[src/rtl/digital_timer_core.sv]
// Stopwatch/countdown timer core with set mode, lap buffer and time-up LED blink.
// Single-cycle control pulses are arbitrated by a fixed priority; only the top pulse acts.
module digital_timer_core #(
    parameter int CLK_FREQ  = 100_000_000,
    parameter int MAX_MIN   = 59,
    parameter int LAP_DEPTH = 4,
    parameter int BLINK_DIV = 20_000_000,
    localparam int MW = $clog2(MAX_MIN + 1),
    localparam int LW = $clog2(LAP_DEPTH)
) (
    input  logic          clk,
    input  logic          reset,
    input  logic          mode_tick_i,
    input  logic          start_tick_i,
    input  logic          pause_tick_i,
    input  logic          lap_tick_i,
    input  logic          set_tick_i,
    input  logic          adj_tick_i,
    input  logic          lap_next_tick_i,
    output logic [MW-1:0] cnt_min_o,
    output logic [5:0]    cnt_sec_o,
    output logic [MW-1:0] lap_min_o,
    output logic [5:0]    lap_sec_o,
    output logic [LW:0]   lap_count_o,
    output logic          lap_ovf_o,
    output logic [1:0]    state_o,
    output logic          mode_o,
    output logic          set_active_o,
    output logic          set_field_o,
    output logic          led_o
);

    localparam int PW = (CLK_FREQ > 1) ? $clog2(CLK_FREQ) : 1;
    localparam int BW = (BLINK_DIV > 1) ? $clog2(BLINK_DIV) : 1;
    localparam logic [MW-1:0] MIN_MAX  = MW'(MAX_MIN);
    localparam logic [5:0]    SEC_MAX  = 6'd59;
    localparam logic [LW:0]   LAP_FULL = (LW+1)'(LAP_DEPTH);

    typedef enum logic [1:0] {
        IDLE    = 2'b00,
        RUNNING = 2'b01,
        PAUSED  = 2'b10,
        TIME_UP = 2'b11
    } state_e;

    state_e          state_q, state_d;
    logic            mode_q, mode_d;
    logic [MW-1:0]   cntMin_q, cntMin_d, presetMin_q, presetMin_d, editMin_q, editMin_d;
    logic [5:0]      cntSec_q, cntSec_d, presetSec_q, presetSec_d, editSec_q, editSec_d;
    logic            setActive_q, setActive_d, setField_q, setField_d;
    logic [MW-1:0]   lapMemMin_q [LAP_DEPTH];
    logic [MW-1:0]   lapMemMin_d [LAP_DEPTH];
    logic [5:0]      lapMemSec_q [LAP_DEPTH];
    logic [5:0]      lapMemSec_d [LAP_DEPTH];
    logic [LW-1:0]   wrPtr_q, wrPtr_d, rdIdx_q, rdIdx_d, oldestIdx;
    logic [LW:0]     lapCount_q, lapCount_d;
    logic            lapOvf_q, lapOvf_d;
    logic [MW-1:0]   lapOutMin_q, lapOutMin_d;
    logic [5:0]      lapOutSec_q, lapOutSec_d;
    logic [PW-1:0]   presc_q, presc_d;
    logic [BW-1:0]   blinkCnt_q, blinkCnt_d;
    logic            led_q, led_d;
    logic            tick;

    always_ff @(posedge clk or posedge reset) begin
        if (reset) begin
            state_q     <= IDLE;
            mode_q      <= 1'b0;
            cntMin_q    <= '0;
            cntSec_q    <= '0;
            presetMin_q <= MIN_MAX;
            presetSec_q <= SEC_MAX;
            editMin_q   <= '0;
            editSec_q   <= '0;
            setActive_q <= 1'b0;
            setField_q  <= 1'b0;
            for (int i = 0; i < LAP_DEPTH; i++) begin
                lapMemMin_q[i] <= '0;
                lapMemSec_q[i] <= '0;
            end
            wrPtr_q     <= '0;
            rdIdx_q     <= '0;
            lapCount_q  <= '0;
            lapOvf_q    <= 1'b0;
            lapOutMin_q <= '0;
            lapOutSec_q <= '0;
            presc_q     <= '0;
            blinkCnt_q  <= '0;
            led_q       <= 1'b0;
        end else begin
            state_q     <= state_d;
            mode_q      <= mode_d;
            cntMin_q    <= cntMin_d;
            cntSec_q    <= cntSec_d;
            presetMin_q <= presetMin_d;
            presetSec_q <= presetSec_d;
            editMin_q   <= editMin_d;
            editSec_q   <= editSec_d;
            setActive_q <= setActive_d;
            setField_q  <= setField_d;
            lapMemMin_q <= lapMemMin_d;
            lapMemSec_q <= lapMemSec_d;
            wrPtr_q     <= wrPtr_d;
            rdIdx_q     <= rdIdx_d;
            lapCount_q  <= lapCount_d;
            lapOvf_q    <= lapOvf_d;
            lapOutMin_q <= lapOutMin_d;
            lapOutSec_q <= lapOutSec_d;
            presc_q     <= presc_d;
            blinkCnt_q  <= blinkCnt_d;
            led_q       <= led_d;
        end
    end

    always_comb begin
        state_d     = state_q;
        mode_d      = mode_q;
        cntMin_d    = cntMin_q;
        cntSec_d    = cntSec_q;
        presetMin_d = presetMin_q;
        presetSec_d = presetSec_q;
        editMin_d   = editMin_q;
        editSec_d   = editSec_q;
        setActive_d = setActive_q;
        setField_d  = setField_q;
        lapMemMin_d = lapMemMin_q;
        lapMemSec_d = lapMemSec_q;
        wrPtr_d     = wrPtr_q;
        rdIdx_d     = rdIdx_q;
        lapCount_d  = lapCount_q;
        lapOvf_d    = lapOvf_q;
        oldestIdx   = (lapCount_q == LAP_FULL) ? wrPtr_q : '0;
        tick        = (state_q == RUNNING) && (presc_q == PW'(CLK_FREQ - 1));
        presc_d     = (state_q == RUNNING && !tick) ? presc_q + PW'(1) : '0;

        // Second tick first, so any same-cycle event that loads the count wins.
        if (tick) begin
            if (!mode_q) begin
                if (cntSec_q == SEC_MAX) begin
                    cntSec_d = '0;
                    cntMin_d = (cntMin_q == MIN_MAX) ? '0 : cntMin_q + MW'(1);
                end else begin
                    cntSec_d = cntSec_q + 6'd1;
                end
            end else if (cntSec_q != '0) begin
                cntSec_d = cntSec_q - 6'd1;
            end else if (cntMin_q != '0) begin
                cntSec_d = SEC_MAX;
                cntMin_d = cntMin_q - MW'(1);
            end
        end
        if (state_q == RUNNING && mode_q && cntMin_q == '0 && cntSec_q == '0)
            state_d = TIME_UP;

        if (mode_tick_i) begin
            if (!setActive_q) begin
                mode_d     = ~mode_q;
                state_d    = IDLE;
                cntMin_d   = mode_q ? '0 : presetMin_q;
                cntSec_d   = mode_q ? '0 : presetSec_q;
                wrPtr_d    = '0;
                rdIdx_d    = '0;
                lapCount_d = '0;
                lapOvf_d   = 1'b0;
                for (int i = 0; i < LAP_DEPTH; i++) begin
                    lapMemMin_d[i] = '0;
                    lapMemSec_d[i] = '0;
                end
            end
        end else if (set_tick_i) begin
            if (state_q == IDLE || state_q == TIME_UP) begin
                setActive_d = ~setActive_q;
                if (!setActive_q) begin
                    editMin_d  = presetMin_q;
                    editSec_d  = presetSec_q;
                    setField_d = 1'b0;
                end else begin
                    presetMin_d = editMin_q;
                    presetSec_d = editSec_q;
                    if (mode_q) begin
                        cntMin_d = editMin_q;
                        cntSec_d = editSec_q;
                        state_d  = IDLE;
                    end
                end
            end
        end else if (start_tick_i) begin
            if (setActive_q) begin
                setField_d = ~setField_q;
            end else begin
                case (state_q)
                    IDLE:    if (!(mode_q && cntMin_q == '0 && cntSec_q == '0)) state_d = RUNNING;
                    PAUSED:  state_d = RUNNING;
                    TIME_UP: state_d = IDLE;
                    default: ;
                endcase
            end
        end else if (pause_tick_i) begin
            if (state_q == RUNNING) state_d = PAUSED;
        end else if (adj_tick_i) begin
            if (setActive_q) begin
                if (!setField_q) editSec_d = (editSec_q == SEC_MAX) ? '0 : editSec_q + 6'd1;
                else             editMin_d = (editMin_q == MIN_MAX) ? '0 : editMin_q + MW'(1);
            end
        end else if (lap_tick_i) begin
            if (!mode_q && !setActive_q && (state_q == RUNNING || state_q == PAUSED)) begin
                lapMemMin_d[wrPtr_q] = cntMin_q;
                lapMemSec_d[wrPtr_q] = cntSec_q;
                rdIdx_d = wrPtr_q;
                wrPtr_d = wrPtr_q + LW'(1);
                if (lapCount_q == LAP_FULL) lapOvf_d = 1'b1;
                else                        lapCount_d = lapCount_q + (LW+1)'(1);
            end
        end else if (lap_next_tick_i) begin
            if (lapCount_q != '0)
                rdIdx_d = (rdIdx_q == oldestIdx) ? wrPtr_q - LW'(1) : rdIdx_q - LW'(1);
        end

        // Blink phase restarts on every entry into TIME_UP.
        if (state_q == TIME_UP && state_d == TIME_UP) begin
            if (blinkCnt_q == BW'(BLINK_DIV - 1)) begin
                blinkCnt_d = '0;
                led_d      = ~led_q;
            end else begin
                blinkCnt_d = blinkCnt_q + BW'(1);
                led_d      = led_q;
            end
        end else begin
            blinkCnt_d = '0;
            led_d      = 1'b0;
        end

        lapOutMin_d = (lapCount_q == '0) ? '0 : lapMemMin_q[rdIdx_q];
        lapOutSec_d = (lapCount_q == '0) ? '0 : lapMemSec_q[rdIdx_q];
    end

    always_comb begin
        cnt_min_o    = cntMin_q;
        cnt_sec_o    = cntSec_q;
        lap_min_o    = lapOutMin_q;
        lap_sec_o    = lapOutSec_q;
        lap_count_o  = lapCount_q;
        lap_ovf_o    = lapOvf_q;
        state_o      = state_q;
        mode_o       = mode_q;
        set_active_o = setActive_q;
        set_field_o  = setField_q;
        led_o        = led_q;
    end

endmodule

[config.mk]
export PLATFORM = sky130hd
export DESIGN_NAME = digital_timer_core
export DESIGN_NICKNAME = d
export VERILOG_FILES = /design/src/rtl/digital_timer_core.sv
export SDC_FILE = /design/constraint.sdc
export NUM_CORES = 1
export LEC_CHECK = 0
export CAP_MARGIN = 25
export CORE_ASPECT_RATIO = 1.1
export CORE_UTILIZATION = 51
export CTS_CLUSTER_SIZE = 8
export DETAILED_ROUTE_END_ITERATION = 8
export PLACE_DENSITY = 0.69
export SLEW_MARGIN = 10
export SYNTH_ARGS = -nofsm -noshare
export SYNTH_HDL_FRONTEND = slang
export SYNTH_SLANG_ARGS = --single-unit
[constraint.sdc]
create_clock -name clk -period 12.6 [get_ports clk]
set_input_delay 1.89 -clock clk [delete_from_list [all_inputs] [get_ports clk]]
set_output_delay 1.89 -clock clk [all_outputs]
set_load 0.01 [all_outputs]
==> results_tabular.tex, run 1 <==
\begin{tabular}{lr}
\hline
Metric & Value \\
\hline
\multicolumn{2}{l}{\textbf{Floorplanning}} \\
\quad Std cell rows & 49 \\
\quad Die Height & approximately 140 microns \\
\quad Die Wd & $\sim$130 microns \\
\quad Floorplan core area & around 16000 sq um \\
\quad Floorplan die area & 17500 sq um \\
\quad I/O pin count & 43 \\
\quad Starting density of the core & between 50\% and 60\% \\
\multicolumn{2}{l}{\textbf{Global route}} \\
\quad Maximum number of pins on one net before global-route repair & 85 \\
\quad Aggregate global-route resource usage & about a quarter \\
\quad Remaining Overflow, GRT & 0 \\
\quad Initial antenna violation count & 0 \\
\quad Number of global-route vias before repair & about 6600 \\
\quad Global-route wire length before repair & between 30000 and 40000 microns \\
\multicolumn{2}{l}{\textbf{Logic synthesis}} \\
\quad Net count after synthesis & a little under 900 \\
\quad Flop and latch count out of synthesis & about 160 \\
\quad Number of standard cells after synthesis & approximately 850 \\
\quad Combined area of all synthesized cells & slightly below 9000 sq um \\
\quad Distinct cell type count of the synthesized netlist & 70 \\
\quad Register area share after synthesis & a little under half \\
\quad Area fraction of the dominant cell type after synthesis & 43.9\% \\
\quad Mean post-synth cell area & slightly above 10 sq um \\
\quad Asr flop ratio synth & 100\% \\
\quad Largest cells by area after synthesis & sky130\_fd\_sc\_hd\_\_dfrtp\_1 (44\%), sky130\_fd\_sc\_hd\_\_a22o\_1 (5.2\%), sky130\_fd\_sc\_hd\_\_nor2\_1 (3.7\%), sky130\_fd\_sc\_hd\_\_xor2\_1 (3.5\%), sky130\_fd\_sc\_hd\_\_mux4\_2 (3.1\%) \\
\quad Cell taking the most area after synthesis & sky130\_fd\_sc\_hd\_\_dfrtp\_1 \\
\quad Top FF cell, synth & sky130\_fd\_sc\_hd\_\_dfrtp\_1 \\
\quad Post-synth EDFFs & 0 \\
\quad Yosys synthesis warning count & 0 \\
\multicolumn{2}{l}{\textbf{Clocking}} \\
\quad Clock latency of the later-clocked register in the worst-skew pair & roughly 0.44 ns \\
\quad Clock edge transition at the registers on the reported setup and hold paths & about 0.07 ns \\
\quad TritonCTS clock tree & built \\
\quad Sinks on the clock net & $\sim$160 \\
\quad Clock root buffer & sky130\_fd\_sc\_hd\_\_clkbuf\_16 \\
\quad Bufs on Longest Clock Path & 2 \\
\quad Total CTS buffers & 17 \\
\quad Number of instances resized during post-cts repair & 0 \\
\quad Quantity of hold-fixing buffers added after cts & 0 \\
\quad CTS H-tree depth & 4 \\
\quad Number of post-CTS setup repair buffers & 0 \\
\multicolumn{2}{l}{\textbf{Critical path}} \\
\quad Critical Path Start Type & input port \\
\quad Start-to-end type of the worst setup path & input port to register \\
\quad CP max-delay cell & sky130\_fd\_sc\_hd\_\_clkdlybuf4s50\_1 \\
\quad Endpoint required time on the critical path & 12.93 ns \\
\quad Endpoint arrival time on the critical path & around 4.5 ns \\
\quad Maximum fanout along the worst path & 19 \\
\quad Sequence of cells on the critical path & clkdlybuf4s50\_1 > inv\_1 > and2\_1 > and3\_1 > nor2\_1 > nand2\_1 > o21ai\_0 \\
\quad Delay of the slowest cell on the worst path & 0.90 ns \\
\quad Worst setup slack for register-to-register paths & roughly 9.5 ns \\
\quad Crit path capture type & register \\
\multicolumn{2}{l}{\textbf{Power}} \\
\quad Worst-case vdd ir drop & 0.164 mV \\
\quad Power Total & $\sim$1.8 mW \\
\quad Standby leakage power & 4.07 nW \\
\quad Areal power density over the cells & between 150 and 200 nW/um\^{}2 \\
\multicolumn{2}{l}{\textbf{Flow run}} \\
\quad Number of maximum-capacitance constraint violations & 0 \\
\multicolumn{2}{l}{\textbf{STA}} \\
\quad Worst Tran Pin Value & between 0.9 and 1 ns \\
\quad Highest clock frequency the design can meet & around 240 MHz \\
\quad Sum of negative setup slack & 0 ns \\
\quad Part of the cycle the worst path needs & between 30\% and 40\% \\
\quad RSZ-0062 raised after global routing & false \\
\quad Number of setup violations in the final report & 0 \\
\quad Final hold slack & between 0.4 and 0.5 ns \\
\quad Clock period minus final worst setup slack & about 4.2 ns \\
\quad Max Slew Vio Count & 0 \\
\quad Slew HR & 37.4\% \\
\quad Largest clock skew in the final design & between 0.01 and 0.015 ns \\
\quad Number of hold violations in the final report & 0 \\
\multicolumn{2}{l}{\textbf{Place}} \\
\quad HPWL after DPL & 13400 microns \\
\quad RePlAce Congestion & about 0.85 \\
\quad PortBufs & 42 \\
\multicolumn{2}{l}{\textbf{Detailed routing}} \\
\quad TritonRoute pass-1 iters & 5 \\
\quad Post-detailed-route DRC marker count & 0 \\
\quad Final WL & about 20000 microns \\
\quad Post-DR vias/cell & a little over 6 \\
\quad Via total after detailed routing & about 6700 \\
\quad Post-DR wirelength/cell & roughly 19 microns \\
\quad DRT iter0 DRCs & 600 \\
\quad Remaining number of nets flagged by the antenna check after routing & 0 \\
\multicolumn{2}{l}{\textbf{Cells and area}} \\
\quad Net count reported at finish & roughly 900 \\
\quad Most common cell after layout, fill and taps aside & sky130\_fd\_sc\_hd\_\_dfrtp\_1 \\
\quad Highest-count cells in the layout ignoring fill and taps & sky130\_fd\_sc\_hd\_\_dfrtp\_1 (152), sky130\_fd\_sc\_hd\_\_nor2\_1 (85), sky130\_fd\_sc\_hd\_\_a22o\_1 (51) \\
\quad Layout cell share with drive strength beyond 1 & roughly 11\% \\
\quad Fill cells & $\sim$1300 \\
\quad Number of antenna cells inserted & 0 \\
\quad Relative area change from synthesis to final layout & 13.4\% \\
\multicolumn{2}{l}{\textbf{Worst hold path}} \\
\quad Hold WC Path Type & register to register \\
\multicolumn{2}{l}{\textbf{Status}} \\
\quad Outcome & completed \\
\hline
\end{tabular}
==> synthesized netlist by cell type, types with 21 or more instances <==
library cell,instances
sky130_fd_sc_hd__inv_1,26
sky130_fd_sc_hd__nor3_1,30
sky130_fd_sc_hd__clkbuf_1,42
sky130_fd_sc_hd__nand2_1,40
sky130_fd_sc_hd__dfrtp_1,152
sky130_fd_sc_hd__xnor2_1,22
sky130_fd_sc_hd__ha_1,21
sky130_fd_sc_hd__xor2_1,35
sky130_fd_sc_hd__a22o_1,51
sky130_fd_sc_hd__o21ai_0,33
sky130_fd_sc_hd__nor2_1,85
sky130_fd_sc_hd__nand3_1,41
sky130_fd_sc_hd__nor2b_1,21
==> cell type report <==
type                            instances  area (sq um)  share of cell area (%)
Clock buffer                           17           425                    4.33
Clock inverter                         15           185                    1.88
Inverter                               26           103                    1.04
Multi-Input combinational cell        604          4280                    43.5
Sequential cell                       162          4070                    41.4
Tap cell                              204           255                    2.60
Timing Repair Buffer                   52           515                    5.25
==> through the flow <==
stage	cell area, sq um	setup slack [ns]	cells	utilization (%)
after global routing	9830	8.33	1080	59.6
after CTS	9780	8.52	1077	59.3
after detailed placement	9170	8.14	1045	55.6
final	9830	8.42	1080	59.6
after global placement	9170	7.99	1045	55.6
after floorplan	8670	6.35	849	-
==> registers in the layout, indices dropped and copies added (netlist names), 2 cells and up <==
signal,flops
editSec_q,6
rdIdx_q,2
cnt_min_o,6
lap_count_o,3
state_o,2
cnt_sec_o,6
lapMemSec_q,24
wrPtr_q,2
lap_min_o,6
lap_sec_o,6
lapMemMin_q,24
editMin_q,6
presetMin_q,6
presc_q,27
blinkCnt_q,25
presetSec_q,6
==> kinds of logic (layout without fill, tap and decap cells) <==
group | after synthesis | in the layout | synth area share (%)
xor+xnor | 57 | 57 | 5.76
buf+inv | 83 | 110 | 3.74
mux | 31 | 31 | 5.54
simple gates | 315 | 315 | 19.7
flops | 162 | 162 | 46.9
fa+ha+maj | 21 | 21 | 3.03
compound gates | 180 | 180 | 15.3
==> worst max-delay path: cells and delay by family <==
family	cells	cell delay (ns)
compound gates	1	0.28
buf+inv	2	1.13
simple gates	4	1.19
==> path summary, 6_finish.rpt <==
check,cells past startpoint,to,from
worst max-delay path,7,cnt_min_o[5],mode_tick_i
worst min-delay path,1,blinkCnt_q[0],blinkCnt_q[0]
worst max register to register,8,blinkCnt_q[24],cnt_min_o[1]
worst min register to register,1,blinkCnt_q[0],blinkCnt_q[0]
max in group asynchronous,4,lapMemMin_q[22],reset
min in group asynchronous,2,blinkCnt_q[14],reset
==> per-layer routing <==
layer	vias up	global-route usage [%]	part of all wire, %
li1	3109	-	-
met1	3318	31.9	43
met2	202	39.7	49
met3	34	5.52	5.1
met4	0	9.83	2.3
met5	-	0	0
==> where the power goes <==
group / switching [mW] / internal, mW
clock network: 0.241 / 0.303
registers: 0.150 / 0.593
logic: 0.304 / 0.240
Power figures use the tool's default switching activity.
==> inputs of run 2 (changes only) <==
- PLACE_DENSITY: 0.69 -> 0.72
- clock period: 12.6 -> 3.6 ns (I/O delays scaled with it)
==> run 2 against run 1 <==
Clock skew down 0.0034 ns. Sequential share of layout area down 0.32 points. Critical endpoint is now blinkCnt_q[24]. Power rose to 3.5 times the previous value. Flip-flop and latch count unchanged. Critical path depth up 1. Highest routed layer unchanged. Die area unchanged. Sequential power rose to 3.4 times the previous value.
==> results_tabular.tex, run 2 (synthesis results as in run 1) <==
\begin{tabular}{lr}
\hline
Metric & Value \\
\hline
\multicolumn{2}{l}{\textbf{Global route}} \\
\quad Initial antenna violation count & 0 (unchanged) \\
\quad Number of global-route vias before repair & 6442 (was 6607) \\
\quad Maximum number of pins on one net before global-route repair & 154 (was 85) \\
\quad Remaining Overflow, GRT & 0 (unchanged) \\
\quad Aggregate global-route resource usage & 23.8\% (was 24.5\%) \\
\quad Global-route wire length before repair & 33000 microns (was 34000 microns) \\
\multicolumn{2}{l}{\textbf{Cells and area}} \\
\quad Highest-count cells in the layout ignoring fill and taps & sky130\_fd\_sc\_hd\_\_dfrtp\_1 (152), sky130\_fd\_sc\_hd\_\_nor2\_1 (85), sky130\_fd\_sc\_hd\_\_a22o\_1 (51) (unchanged) \\
\quad Relative area change from synthesis to final layout & 14.3\% (was 13.4\%) \\
\quad Number of antenna cells inserted & 0 (unchanged) \\
\quad Register name with the most flops & presc\_q (unchanged) \\
\quad Fill cells & 1373 (was 1307) \\
\quad Layout cell share with drive strength beyond 1 & 11.9\% (was 11.2\%) \\
\quad Number of flip-flops under the largest register name & 27 (unchanged) \\
\quad Most common cell after layout, fill and taps aside & sky130\_fd\_sc\_hd\_\_dfrtp\_1 (unchanged) \\
\quad Net count reported at finish & 899 (was 893) \\
\quad Biggest regs & presc\_q (27), blinkCnt\_q (25) (unchanged) \\
\multicolumn{2}{l}{\textbf{STA}} \\
\quad Number of setup violations in the final report & 0 (unchanged) \\
\quad Number of hold violations in the final report & 0 (unchanged) \\
\quad Slew HR & 34.9\% (was 37.4\%) \\
\quad RSZ-0062 raised after global routing & false (unchanged) \\
\quad Worst Tran Pin Value & 0.976 ns (was 0.939 ns) \\
\quad Final hold slack & 0.392 ns (was 0.484 ns) \\
\quad Max Slew Vio Count & 0 (unchanged) \\
\quad Part of the cycle the worst path needs & between 70\% and 80\% \\
\quad Largest clock skew in the final design & 0.00817 ns (was 0.0116 ns) \\
\quad Sum of negative setup slack & 0 ns (unchanged) \\
\quad Clock period minus final worst setup slack & 2.87 ns \\
\quad Highest clock frequency the design can meet & around 350 MHz \\
\multicolumn{2}{l}{\textbf{Detailed routing}} \\
\quad Post-detailed-route DRC marker count & 0 (unchanged) \\
\quad Post-DR vias/cell & 6.06 (was 6.17) \\
\quad Via total after detailed routing & 6584 (was 6663) \\
\quad Final WL & 19500 microns (was 20200 microns) \\
\quad Top sig layer & met4 (unchanged) \\
\quad Remaining number of nets flagged by the antenna check after routing & 0 (unchanged) \\
\quad DRT iter0 DRCs & 421 (was 600) \\
\quad M1 WL & 8930 microns (was 8790 microns) \\
\quad Length of routed met2 wiring & 9700 microns (was 9970 microns) \\
\quad Routed met3 length & 650 microns (was 1030 microns) \\
\quad Post-DR wirelength/cell & 18.0 microns (was 18.7 microns) \\
\quad TritonRoute pass-1 iters & 5 (unchanged) \\
\multicolumn{2}{l}{\textbf{Clocking}} \\
\quad Clock latency of the later-clocked register in the worst-skew pair & 0.43 ns (was 0.44 ns) \\
\quad Number of instances resized during post-cts repair & 0 (unchanged) \\
\quad Clock root buffer & sky130\_fd\_sc\_hd\_\_clkbuf\_16 (unchanged) \\
\quad Bufs on Longest Clock Path & 2 (unchanged) \\
\quad Total CTS buffers & 17 (unchanged) \\
\quad Number of post-CTS setup repair buffers & 0 (unchanged) \\
\quad Quantity of hold-fixing buffers added after cts & 0 (unchanged) \\
\quad Clock edge transition at the registers on the reported setup and hold paths & 0.07 ns (about the same) \\
\quad CTS H-tree depth & 4 (unchanged) \\
\quad Sinks on the clock net & 162 (unchanged) \\
\quad TritonCTS clock tree & built (unchanged) \\
\multicolumn{2}{l}{\textbf{Power}} \\
\quad Areal power density over the cells & 650 nW/um\^{}2 (was 186 nW/um\^{}2) \\
\quad Worst-case vdd ir drop & 0.393 mV (was 0.164 mV) \\
\quad Standby leakage power & 4.11 nW (was 4.07 nW) \\
\multicolumn{2}{l}{\textbf{Critical path}} \\
\quad Endpoint arrival time on the critical path & 3.17 ns (was 4.51 ns) \\
\quad Start-to-end type of the worst setup path & register to register (was input port to register) \\
\quad Critical Path Start Type & register (was input port) \\
\quad Crit path capture type & register (unchanged) \\
\quad Maximum fanout along the worst path & 26 (was 19) \\
\quad Endpoint required time on the critical path & 3.90 ns (was 12.93 ns) \\
\multicolumn{2}{l}{\textbf{Worst hold path}} \\
\quad Hold WC Path Type & input port to asynchronous set/reset pin (was register to register) \\
\multicolumn{2}{l}{\textbf{Place}} \\
\quad PortBufs & 42 (unchanged) \\
\quad RePlAce Congestion & 0.818 (was 0.853) \\
\quad HPWL after DPL & 12600 microns (was 13400 microns) \\
\multicolumn{2}{l}{\textbf{Status}} \\
\quad Outcome & completed (unchanged) \\
\multicolumn{2}{l}{\textbf{Floorplanning}} \\
\quad Die Wd & 126 microns (unchanged) \\
\quad Floorplan core area & 16500 sq um (unchanged) \\
\quad Starting density of the core & 52.5\% (unchanged) \\
\quad Die Height & 139 microns (unchanged) \\
\quad I/O pin count & 43 (unchanged) \\
\quad Std cell rows & 49 (unchanged) \\
\quad Floorplan die area & 17500 sq um (unchanged) \\
\multicolumn{2}{l}{\textbf{Flow run}} \\
\quad Number of maximum-capacitance constraint violations & 0 (unchanged) \\
\hline
\end{tabular}
-- run 2: changes by cell type in the layout (fill, tap and decap cells not counted), moves of 2 or more --
cell | before | now
sky130_fd_sc_hd__buf_4 | 9 | 15
sky130_fd_sc_hd__clkinv_8 | 0 | 2
sky130_fd_sc_hd__clkinv_4 | 0 | 2
sky130_fd_sc_hd__inv_6 | 8 | 2
-- run 2: cell type report --
cell class / count / area (sq um) / area share [%]
multi-input combinational: 604 / 4280 / 43.2
sequential: 162 / 4070 / 41.1
timing repair buffer: 58 / 553 / 5.58
clock buffer: 17 / 425 / 4.30
tap: 204 / 255 / 2.58
clock inverter: 15 / 221 / 2.24
inverter: 26 / 101 / 1.02
-- run 2: worst max-delay path: stages (launching register included) --
cell and delay, ns:
sky130_fd_sc_hd__dfrtp_1 0.50, sky130_fd_sc_hd__inv_1 0.18, sky130_fd_sc_hd__ha_1 0.21, sky130_fd_sc_hd__nor3b_1 0.53, sky130_fd_sc_hd__nand2_1 0.28, sky130_fd_sc_hd__o311ai_0 0.40
sky130_fd_sc_hd__o22ai_2 0.18, sky130_fd_sc_hd__nand4_4 0.34, sky130_fd_sc_hd__nor3_1 0.11
-- run 2: per-stage QoR --
stage	total power [mW]	setup WS [ns]	instances	utilization, %	area, sq um
after floorplan	3.81	1.01	849	-	8670
after global placement	4.45	0.750	1054	56.1	9260
after detailed placement	4.48	0.705	1054	56.1	9260
after CTS	6.46	0.741	1086	60.0	9900
after global routing	6.81	0.433	1086	60.0	9900
final	6.44	0.733	1086	60.0	9900
-- run 2: final timing paths --
path | slack, ns | endpoint | cells past startpoint | from
worst max-delay path | 0.73 | blinkCnt_q[24] | 8 | cnt_min_o[1]
worst min-delay path | 0.39 | blinkCnt_q[9] | 2 | reset
worst max register to register | 0.73 | blinkCnt_q[24] | 8 | cnt_min_o[1]
worst min register to register | 0.48 | blinkCnt_q[0] | 1 | blinkCnt_q[0]
max in group asynchronous | 2.15 | lap_sec_o[1] | 3 | reset
min in group clk | 0.48 | blinkCnt_q[0] | 1 | blinkCnt_q[0]
-- run 2: routing by layer --
layer | track usage, % | up-vias
li1 | - | 3128
met1 | 31.7 | 3304
met2 | 39.7 | 132
met3 | 4.78 | 20
met4 | 6.53 | 0
met5 | 0 | -
-- run 2: report_power, final --
part	switching [mW]	total (mW)	internal (mW)	leakage, nW
Clock	0.833	1.97	1.13	0.313
Sequential	0.452	2.53	2.08	2.18
Combinational	1.09	1.95	0.860	1.61
==> inputs of run 3 (changes only) <==
- PLACE_DENSITY: 0.72 -> 0.69
- clock period: 3.6 -> 2.7 ns (I/O delays scaled with it)
==> run 3 against run 2 <==
Setup slack worse by 0.58 ns. Critical endpoint is now blinkCnt_q[3]. Global-route usage up 1.1 points. Wire length up 8.4%. Combinational power up 60%. Critical path type unchanged. Clock skew up 0.00090 ns. Power up 35%.
==> results_tabular.tex, run 3 (synthesis results as in run 1) <==
\begin{tabular}{lr}
\hline
Metric & Value \\
\hline
\multicolumn{2}{l}{\textbf{Clocking}} \\
\quad Clock root buffer & sky130\_fd\_sc\_hd\_\_clkbuf\_16 (unchanged) \\
\quad TritonCTS clock tree & built (unchanged) \\
\quad Total CTS buffers & 17 (unchanged) \\
\quad CTS H-tree depth & 4 (unchanged) \\
\quad Quantity of hold-fixing buffers added after cts & 0 (unchanged) \\
\quad Clock latency of the later-clocked register in the worst-skew pair & 0.43 ns (about the same) \\
\quad Clock edge transition at the registers on the reported setup and hold paths & 0.07 ns (about the same) \\
\quad Bufs on Longest Clock Path & 2 (unchanged) \\
\quad Sinks on the clock net & 162 (unchanged) \\
\multicolumn{2}{l}{\textbf{Place}} \\
\quad RePlAce Congestion & 0.877 (was 0.818) \\
\quad PortBufs & 42 (unchanged) \\
\quad Cell area reported after detailed placement & 9500 sq um (was 9260 sq um) \\
\quad HPWL after DPL & 14200 microns (was 12600 microns) \\
\multicolumn{2}{l}{\textbf{Cells and area}} \\
\quad Highest-count cells in the layout ignoring fill and taps & sky130\_fd\_sc\_hd\_\_dfrtp\_1 (152), sky130\_fd\_sc\_hd\_\_nor2\_1 (84), sky130\_fd\_sc\_hd\_\_a22o\_1 (51) (was sky130\_fd\_sc\_hd\_\_dfrtp\_1 (152), sky130\_fd\_sc\_hd\_\_nor2\_1 (85), sky130\_fd\_sc\_hd\_\_a22o\_1 (51)) \\
\quad Net count reported at finish & 934 (was 899) \\
\quad Most common cell after layout, fill and taps aside & sky130\_fd\_sc\_hd\_\_dfrtp\_1 (unchanged) \\
\quad Relative area change from synthesis to final layout & 17.8\% (was 14.3\%) \\
\quad Register name with the most flops & presc\_q (unchanged) \\
\quad Number of flip-flops under the largest register name & 27 (unchanged) \\
\quad Post-route design area & 10200 sq um (was 9900 sq um) \\
\quad Number of antenna cells inserted & 0 (unchanged) \\
\quad Layout cell share with drive strength beyond 1 & 15.6\% (was 11.9\%) \\
\quad Biggest regs & presc\_q (27), blinkCnt\_q (25) (unchanged) \\
\multicolumn{2}{l}{\textbf{Critical path}} \\
\quad Sequence of cells on the critical path & inv\_1 > ha\_1 > or3b\_1 > nor4\_2 > nor2\_1 > o22ai\_4 > nand4\_4 > buf\_12 > nor3\_1 (was inv\_1 > ha\_1 > nor3b\_1 > nand2\_1 > o311ai\_0 > o22ai\_2 > nand4\_4 > nor3\_1) \\
\quad Maximum fanout along the worst path & 13 (was 26) \\
\quad CP max-delay cell & sky130\_fd\_sc\_hd\_\_or3b\_1 (was sky130\_fd\_sc\_hd\_\_nor3b\_1) \\
\quad Critical Path Start Type & register (unchanged) \\
\quad Largest delay share family, worst path & simple AND/OR/NAND/NOR gates (unchanged) \\
\quad Delay of the slowest cell on the worst path & 0.48 ns (was 0.53 ns) \\
\quad Crit path launch & cnt\_min\_o[1] (unchanged) \\
\quad Endpoint arrival time on the critical path & 2.88 ns (was 3.17 ns) \\
\quad Crit path capture type & register (unchanged) \\
\quad Start-to-end type of the worst setup path & register to register (unchanged) \\
\quad Endpoint required time on the critical path & 3.04 ns (was 3.90 ns) \\
\quad R2r startpoint & cnt\_min\_o[1] (unchanged) \\
\quad Crit path buf inv count & 2 (was 1) \\
\multicolumn{2}{l}{\textbf{Floorplanning}} \\
\quad Std cell rows & 49 (unchanged) \\
\quad Die Wd & 126 microns (unchanged) \\
\quad Floorplan core area & 16500 sq um (unchanged) \\
\quad Die Height & 139 microns (unchanged) \\
\quad Starting density of the core & 52.5\% (unchanged) \\
\quad Floorplan die area & 17500 sq um (unchanged) \\
\quad I/O pin count & 43 (unchanged) \\
\multicolumn{2}{l}{\textbf{STA}} \\
\quad Number of hold violations in the final report & 0 (unchanged) \\
\quad Slew HR & 48.0\% (was 34.9\%) \\
\quad Number of setup violations in the final report & 0 (unchanged) \\
\quad Max Slew Vio Count & 0 (unchanged) \\
\quad Worst Tran Pin Value & 0.779 ns (was 0.976 ns) \\
\quad Highest clock frequency the design can meet & 393 MHz (was 349 MHz) \\
\quad Part of the cycle the worst path needs & 94.3\% (was 79.6\%) \\
\quad Clock period minus final worst setup slack & 2.55 ns (was 2.87 ns) \\
\quad Largest clock skew in the final design & 0.00906 ns (was 0.00817 ns) \\
\quad Sum of negative setup slack & 0 ns (unchanged) \\
\multicolumn{2}{l}{\textbf{Detailed routing}} \\
\quad Via total after detailed routing & 6900 (was 6584) \\
\quad M1 WL & 9210 microns (was 8930 microns) \\
\quad Remaining number of nets flagged by the antenna check after routing & 0 (unchanged) \\
\quad Post-DR wirelength/cell & 18.9 microns (was 18.0 microns) \\
\quad Length of routed met2 wiring & 10500 microns (was 9700 microns) \\
\quad Post-detailed-route DRC marker count & 0 (unchanged) \\
\quad Post-DR vias/cell & 6.16 (was 6.06) \\
\quad Final WL & 21100 microns (was 19500 microns) \\
\quad Top sig layer & met4 (unchanged) \\
\quad Routed met3 length & 1040 microns (was 650 microns) \\
\quad TritonRoute pass-1 iters & 5 (unchanged) \\
\quad DRT iter0 DRCs & 701 (was 421) \\
\multicolumn{2}{l}{\textbf{Global route}} \\
\quad Maximum number of pins on one net before global-route repair & 97 (was 154) \\
\quad Aggregate global-route resource usage & 25.0\% (was 23.8\%) \\
\quad Remaining Overflow, GRT & 0 (unchanged) \\
\quad Number of global-route vias before repair & 6975 (was 6442) \\
\quad Global-route wire length before repair & 35000 microns (was 33000 microns) \\
\quad Initial antenna violation count & 0 (unchanged) \\
\multicolumn{2}{l}{\textbf{Power}} \\
\quad Areal power density over the cells & 853 nW/um\^{}2 (was 650 nW/um\^{}2) \\
\quad Worst-case vdd ir drop & 0.530 mV (was 0.393 mV) \\
\quad Standby leakage power & 4.28 nW (was 4.11 nW) \\
\multicolumn{2}{l}{\textbf{Status}} \\
\quad Outcome & completed (unchanged) \\
\multicolumn{2}{l}{\textbf{Worst hold path}} \\
\quad Hold WC Path Type & input port to asynchronous set/reset pin (unchanged) \\
\multicolumn{2}{l}{\textbf{Flow run}} \\
\quad Number of maximum-capacitance constraint violations & 0 (unchanged) \\
\hline
\end{tabular}
==> run 3: worst paths after layout <==
path / end / slack (ns) / cells after the start
min in group clk: blinkCnt_q[0] / 0.49 / 1
max in group asynchronous: lapMemMin_q[2] / 1.65 / 3
worst max-delay path: blinkCnt_q[3] / 0.15 / 9
worst min register to register: blinkCnt_q[0] / 0.49 / 1
worst min-delay path: presc_q[6] / 0.28 / 2
worst max register to register: blinkCnt_q[3] / 0.15 / 9
==> run 3: stage by stage <==
step | total power, mW | util, % | hold slack [ns] | std cells | setup WS [ns]
after global placement | 6.08 | 57.6 | 0.462 | 1085 | -0.0463
final | 8.70 | 61.9 | 0.276 | 1121 | 0.153
after detailed placement | 6.19 | 57.6 | 0.473 | 1085 | -0.0424
after global routing | 9.19 | 61.9 | 0.305 | 1121 | -0.0245
after floorplan | 5.08 | - | 0.448 | 849 | 0.218
after CTS | 8.63 | 61.2 | 0.274 | 1117 | 0.0181
==> run 3: routing by layer <==
layer,up-vias,global-route usage [%]
met5,-,0
met4,0,6.28
met3,46,5.36
met2,220,41.9
met1,3440,32.8
li1,3194,-
==> run 3: power by group <==
group / total (mW) / switching, mW / internal, mW
sequential: 3.15 / 0.375 / 2.78
combinational: 3.12 / 1.81 / 1.31
clock: 2.43 / 1.01 / 1.42
total: 8.70 / 3.19 / 5.51
==> run 3: final cells by class <==
class                           count  area (sq um)
Clock buffer                       19           453
Clock inverter                     13           150
Fill cell                        1310          6290
Inverter                           26           101
Multi-Input combinational cell    605          4340
Sequential cell                   162          4070
Tap cell                          204           255
Timing Repair Buffer               92           841
==> run 3: worst register-to-register path, delay by kind of cell (launching register included) <==
kind                     cells  cell delay [ns]
buffers and inverters        2             0.33
AO/OA/AOI/OAI                1             0.31
flip-flops                   1             0.38
AND/OR/NAND/NOR              5             1.23
adder cells (fa/ha/maj)      1             0.20
==> run 3: repair_timing <==
item                                    4_1_cts  5_1_grt
buffers inserted                              0        1
resized for setup                             0        9
endpoints found under the setup margin        0       32
